--- config.mk ---
export PLATFORM = sky130hd
export DESIGN_NAME = dpr_sync_arbiter
export DESIGN_NICKNAME = d
export VERILOG_FILES = /design/src/rtl/dpr_sync_arbiter.sv
export SDC_FILE = /design/constraint.sdc
export NUM_CORES = 1
export LEC_CHECK = 0
export ABC_AREA = 1
export CAP_MARGIN = 0
export CORE_UTILIZATION = 30
export CTS_BUF_LIST = sky130_fd_sc_hd__clkbuf_4
export CTS_CLUSTER_DIAMETER = 80
export DETAILED_ROUTE_END_ITERATION = 6
export SLEW_MARGIN = 20
export SYNTH_ARGS = -nofsm -noshare
export SYNTH_HDL_FRONTEND = slang
export SYNTH_SLANG_ARGS = --single-unit
--- constraint.sdc ---
create_clock -name clk -period 1.62 [get_ports clk]
set_input_delay 0.243 -clock clk [delete_from_list [all_inputs] [get_ports clk]]
set_output_delay 0.243 -clock clk [all_outputs]
set_load 0.01 [all_outputs]
--- src/rtl/dpr_sync_arbiter.sv ---
// Two-requester front end for a dpr_sync RAM (one write port, one registered read port).
// Optional macro ARB_COLLISION_FWD_EN: same-address read/write both granted, read data forwarded from the write.
module dpr_sync_arbiter #(
    parameter int DATA_W = 16,
    parameter int ADDR_W = 10
) (
    input  logic              clk,
    input  logic              rst,
    input  logic              a_req,
    input  logic              a_we,
    input  logic [ADDR_W-1:0] a_addr,
    input  logic [DATA_W-1:0] a_wdata,
    output logic              a_gnt,
    output logic              a_rvalid,
    output logic [DATA_W-1:0] a_rdata,
    input  logic              b_req,
    input  logic              b_we,
    input  logic [ADDR_W-1:0] b_addr,
    input  logic [DATA_W-1:0] b_wdata,
    output logic              b_gnt,
    output logic              b_rvalid,
    output logic [DATA_W-1:0] b_rdata,
    output logic              mem_wr_en,
    output logic              mem_rd_en,
    output logic              mem_blk_select,
    output logic [ADDR_W-1:0] mem_addr_wr,
    output logic [ADDR_W-1:0] mem_addr_rd,
    output logic [DATA_W-1:0] mem_din,
    input  logic [DATA_W-1:0] mem_dout
);

`ifdef ARB_COLLISION_FWD_EN
    localparam logic FWD_EN = 1'b1;
`else
    localparam logic FWD_EN = 1'b0;
`endif

    logic              rr_ptr_r;       // 1'b0 = A has priority, 1'b1 = B
    logic              wr_go_s;
    logic [ADDR_W-1:0] wr_addr_s;
    logic [DATA_W-1:0] wr_data_s;
    logic              rd_acc_s;
    logic              rd_id_s;        // 1'b1 = read belongs to B
    logic [ADDR_W-1:0] rd_addr_s;
    logic              rd_fwd_s;
    logic              rd_mem_s;
    logic              rr_upd_s;

    logic              rd_v1_r, rd_v2_r;
    logic              rd_id1_r, rd_id2_r;
    logic              fwd1_r, fwd2_r;
    logic [DATA_W-1:0] fwd_data1_r, fwd_data2_r;
    logic [DATA_W-1:0] ret_data_s;

    // Grant decision: round-robin for same-type conflicts, write wins a same-address collision
    always_comb begin
        a_gnt    = 1'b0;
        b_gnt    = 1'b0;
        rr_upd_s = 1'b0;
        if (a_req && b_req) begin
            if (a_we != b_we) begin
                if ((a_addr == b_addr) && !FWD_EN) begin
                    a_gnt = a_we;
                    b_gnt = b_we;
                end else begin
                    a_gnt = 1'b1;
                    b_gnt = 1'b1;
                end
            end else begin
                a_gnt    = ~rr_ptr_r;
                b_gnt    = rr_ptr_r;
                rr_upd_s = 1'b1;
            end
        end else begin
            a_gnt = a_req;
            b_gnt = b_req;
        end
    end

    // Steer the accepted write and read onto their RAM ports
    always_comb begin
        wr_go_s   = (a_gnt && a_we) || (b_gnt && b_we);
        wr_addr_s = (a_gnt && a_we) ? a_addr : b_addr;
        wr_data_s = (a_gnt && a_we) ? a_wdata : b_wdata;
        rd_acc_s  = (a_gnt && !a_we) || (b_gnt && !b_we);
        rd_id_s   = !(a_gnt && !a_we);
        rd_addr_s = rd_id_s ? b_addr : a_addr;
        rd_fwd_s  = FWD_EN && rd_acc_s && wr_go_s && (wr_addr_s == rd_addr_s);
        rd_mem_s  = rd_acc_s && !rd_fwd_s;
    end

    // Round-robin pointer moves to the loser of a same-type conflict
    always_ff @(posedge clk or negedge rst) begin
        if (!rst) begin
            rr_ptr_r <= 1'b0;
        end else if (rr_upd_s) begin
            rr_ptr_r <= a_gnt;
        end
    end

    // RAM port registers: enables pulse one cycle, addresses and data hold when idle
    always_ff @(posedge clk or negedge rst) begin
        if (!rst) begin
            mem_wr_en      <= 1'b0;
            mem_rd_en      <= 1'b0;
            mem_blk_select <= 1'b0;
            mem_addr_wr    <= {ADDR_W{1'b0}};
            mem_addr_rd    <= {ADDR_W{1'b0}};
            mem_din        <= {DATA_W{1'b0}};
        end else begin
            mem_wr_en      <= wr_go_s;
            mem_rd_en      <= rd_mem_s;
            mem_blk_select <= wr_go_s || rd_mem_s;
            if (wr_go_s) begin
                mem_addr_wr <= wr_addr_s;
                mem_din     <= wr_data_s;
            end
            if (rd_mem_s) begin
                mem_addr_rd <= rd_addr_s;
            end
        end
    end

    // Read tag pipeline tracks owner and forwarded data alongside the RAM read
    always_ff @(posedge clk or negedge rst) begin
        if (!rst) begin
            rd_v1_r     <= 1'b0;
            rd_v2_r     <= 1'b0;
            rd_id1_r    <= 1'b0;
            rd_id2_r    <= 1'b0;
            fwd1_r      <= 1'b0;
            fwd2_r      <= 1'b0;
            fwd_data1_r <= {DATA_W{1'b0}};
            fwd_data2_r <= {DATA_W{1'b0}};
        end else begin
            rd_v1_r  <= rd_acc_s;
            rd_id1_r <= rd_id_s;
            fwd1_r   <= rd_fwd_s;
            if (rd_fwd_s) begin
                fwd_data1_r <= wr_data_s;
            end
            rd_v2_r     <= rd_v1_r;
            rd_id2_r    <= rd_id1_r;
            fwd2_r      <= fwd1_r;
            fwd_data2_r <= fwd_data1_r;
        end
    end

    assign ret_data_s = fwd2_r ? fwd_data2_r : mem_dout;

    // Return stage: RAM output is valid two edges after accept
    always_ff @(posedge clk or negedge rst) begin
        if (!rst) begin
            a_rvalid <= 1'b0;
            b_rvalid <= 1'b0;
            a_rdata  <= {DATA_W{1'b0}};
            b_rdata  <= {DATA_W{1'b0}};
        end else begin
            a_rvalid <= rd_v2_r && !rd_id2_r;
            b_rvalid <= rd_v2_r && rd_id2_r;
            if (rd_v2_r && !rd_id2_r) begin
                a_rdata <= ret_data_s;
            end
            if (rd_v2_r && rd_id2_r) begin
                b_rdata <= ret_data_s;
            end
        end
    end

endmodule
==> results.cfg, run 1 <==
[outcome]
outcome = finished, final reports clean

[worst_setup_path]
cp-end-kind = primary output
r2r_end = mem_din[4]
reg2reg_from = rr_ptr_r
critPathRequiredTime_ns = 1.38
cp_max_fo = 2
critPathKind = in2out
startpoint = a_addr[1]
cp-start-kind = primary input
reg2reg_slack_ns = 0.10
arrival_ns = 1.34
rr_worst_depth = 12

[timing]
rsz0062_at_grt = true
maxSlewHeadroom_pct = 72.32
timing.hold.ws_ns = 0.2796
finalSetupViolations = 0
worstMarginPinSlew_ns = 0.4151
min_period_over_period_pct = 97.51
clock.fmax_ghz = 0.6331
final.min_clock_period_ns = 1.580
drv_slew = 0
skew_ns = 0.02334
final-hold-violation-count = 0

[worst_hold_path]
worst_hold_path_type = in2async

[finish]
fill_cells = 1180
stdcell_count = 819
final_layout_size_suffix_gt1_share_pct = 13.54
multiInputGateArea_mm2 = 0.001380
nets = 741
antenna_cells = 0
area.sequential_mm2 = 0.001927
area_growth_pct = 60.01

[placed_design]
dp.cells = 778
dp_hpwl_um = 7621
portBuffers = 148
gp_congestion = 0.8315

[route]
via_per_inst = 4.663
wl_per_cell_um = 13.49
dr.pass1.iters = 5
ant_nets = 0
wirelength_um = 11050
drt_iter0_drc = 317
drc = 0
vias = 3819

[global_route]
grt_pass1_wl_um = 17240
busiest_layer = met2
met1_usage_pct = 23.87
grt-ovfl-total = 0
met2_usage_pct = 25.97
antenna_found_initial = 0
first_global_vias = 3535
grt_use_met3_pct = 2.571
grt_max_degree = 40
grt_use_total_pct = 17.00

[synthesis]
ys_seq_elements = 77
synth_area_leaders = dfrtp_1, nand2_1, nor2_1
synth_top_family_by_area = simple AND/OR/NAND/NOR gates
synth.largest_area_cell = dfrtp_1
synth_cells = 475
muxShareOfSynthArea_pct = 0
synth.avg_cell_area_um2 = 7.786
synthSimpleGateAreaFrac_pct = 29.70
synth-xor-area-share_pct = 1.421
synth_top_cell_area_share_pct = 52.10
ys_types = 22
yosysWarnings = 0
syn-cell-area_mm2 = 0.003699
synth_compound_area_share_pct = 4.804
synthAdderAreaFrac_pct = 0
ys_seq_area_share_pct = 52.10
syn_nets = 549

[clock_network]
cts_root_buffer = clkbuf_4
clk_pin_slew_ns = 0.13
worst_skew_pair.late_latency_ns = 0.41
cts_tree = done
cts_buffers = 9
cts.sinks = 77
cts.htree.levels = 3
clk_path_buf_depth = 2

[floorplanning]
core-area_mm2 = 0.01201
initial_utilization_pct = 30.79
die_height_um = 113.0
die_area_mm2 = 0.01278
die_width_um = 113.0
ios = 149
rows = 40

[pwr]
pwr-share-clk_pct = 17.8
combPwrFrac_pct = 37.4
p_switching_w = 0.001847
power.share.switching_pct = 32.94
p_int_w = 0.003759
ir_worst_vdd_uv = 360.1
leakagePower_nw = 3.259
pwr-share-seq_pct = 44.8
p_per_area_mw_per_mm2 = 947.2

[flow_run]
drv_cap = 0
[area by class of cell]
class,count,area share [%]
clock buffers,11,1.395
clock inverters,5,0.4651
inverters,78,5.074
multi-input cells,296,23.32
flip-flops and latches,77,32.56
well taps,147,3.108
repair buffers,205,34.08
[cell usage in the layout, fill, tap and decap left out, drive strengths merged]
cell / netlist / final
a21boi: 1 / 1
clkinv: 0 / 3
dfrtp: 77 / 77
buf: 16 / 57
xor2: 2 / 2
clkdlybuf4s50: 0 / 81
clkinvlp: 0 / 2
dlygate4sd3: 0 / 1
nor2: 80 / 80
nand3: 14 / 14
dlymetal6s2s: 0 / 32
clkbuf: 9 / 13
dlygate4sd2: 0 / 32
inv: 78 / 78
nand4: 37 / 37
nand2: 123 / 124
o21ai: 34 / 34
xnor2: 4 / 4
[cell families after synthesis]
group                     count (synthesis)
and+or+nand+nor                         254
buffers and inverters                   103
DFF                                      77
AOI/OAI and AO/OA                        35
xor gates and xnor gates                  6
[sequential cells by signal, summed over array words and instances (netlist names)]
name	cells
a_rdata	16
a_rvalid	1
b_rdata	16
b_rvalid	1
mem_addr_rd	10
mem_addr_wr	10
mem_blk_select	1
mem_din	16
mem_wr_en	1
rd_id1_r	1
rd_id2_r	1
rd_v1_r	1
rd_v2_r	1
rr_ptr_r	1
[routing by layer]
| layer | share of wire (%) | wire (um) |
|---|---|---|
| met5 | 0 | 0 |
| met4 | 1.6 | 180 |
| met2 | 45 | 5008 |
| met1 | 47 | 5177 |
| met3 | 6.1 | 678 |
[synth_stat cells]
| library cell | number |
|---|---|
| buf_6 | 6 |
| inv_2 | 1 |
| nand2_4 | 2 |
| clkbuf_1 | 9 |
| nand4_1 | 37 |
| inv_4 | 1 |
| nor2_2 | 1 |
| nand3_1 | 13 |
| xnor2_1 | 4 |
| xor2_1 | 2 |
| nand3_4 | 1 |
| buf_4 | 1 |
| nand2_2 | 2 |
| buf_2 | 4 |
| o21ai_0 | 33 |
| a21boi_0 | 1 |
| o21ai_1 | 1 |
| buf_1 | 5 |
| nand2_1 | 119 |
| inv_1 | 76 |
| dfrtp_1 | 77 |
| nor2_1 | 79 |
[critical path, stage by stage]
cell and delay (ns):
dlygate4sd2_1 0.26, inv_1 0.08, nand2_1 0.06, nand2_1 0.06, nand2_1 0.06, nor2_2 0.15, nand3_1 0.11, nand2_1 0.11
a21boi_1 0.06, buf_2 0.14
[worst max-delay path by stage]
stage / endpoint / slack (ns) / cells after the start
after detailed placement: b_gnt / -0.61 / 10
after CTS: mem_addr_wr[7] / 0.001 / 1
final: a_gnt / 0.04 / 10
after floorplan: mem_addr_rd[0] / 0.15 / 13
after global placement: a_gnt / -0.62 / 8
after global routing: b_gnt / -0.06 / 10
[power groups by stage]
stage               Sequential [W]  Combinational (W)  Clock, W
CTS                        0.00252            0.00203   0.00104
detailed placement         0.00256            0.00205         0
global placement           0.00255            0.00202         0
floorplan                  0.00273           0.000615         0
global route               0.00257            0.00228   0.00113
finish                     0.00251            0.00209  0.000997
[per-stage QoR]
step	utilization, %	setup slack [ns]	power, W	setup TNS (ns)	instance area [um^2]
2_1_floorplan	-	0.1454	0.003343	0	3699
3_3_place_gp	45.68	-0.6226	0.004572	-22.83	5487
3_5_place_dp	45.68	-0.6132	0.004604	-23.15	5487
4_1_cts	47.31	0.0009740	0.005591	0	5683
5_1_grt	49.27	-0.05929	0.005990	-0.1519	5918
6_report	49.27	0.04038	0.005606	0	5918
[repair_timing]
action	CTS	global route
setup endpoints to repair	48	71
buffers inserted	15	5
gates resized for setup	46	45
cloned	0	4
hold endpoints to repair	23	0
hold buffers	1	0
pin swaps	9	1
Power figures use the tool's default switching activity.
==> run 2, diff against run 1 <==
--- a/config.mk
+++ b/config.mk
@@ -6,10 +6,11 @@
 export NUM_CORES = 1
 export LEC_CHECK = 0
 export ABC_AREA = 1
-export CAP_MARGIN = 0
+export CAP_MARGIN = 20
 export CORE_UTILIZATION = 30
 export CTS_BUF_LIST = sky130_fd_sc_hd__clkbuf_4
 export CTS_CLUSTER_DIAMETER = 80
+export CTS_CLUSTER_SIZE = 20
 export DETAILED_ROUTE_END_ITERATION = 6
 export SLEW_MARGIN = 20
 export SYNTH_ARGS = -nofsm -noshare
==> results of run 2 <==
The final DEF is identical to that of run 1; final timing and power are the same.
==> run 3, diff against run 2 <==
--- a/config.mk
+++ b/config.mk
@@ -12,6 +12,7 @@
 export CTS_CLUSTER_DIAMETER = 80
 export CTS_CLUSTER_SIZE = 20
 export DETAILED_ROUTE_END_ITERATION = 6
+export GPL_TIMING_DRIVEN = 1
 export SLEW_MARGIN = 20
 export SYNTH_ARGS = -nofsm -noshare
 export SYNTH_HDL_FRONTEND = slang
==> results of run 3 <==
The final DEF is identical to that of run 1; final timing and power are the same.
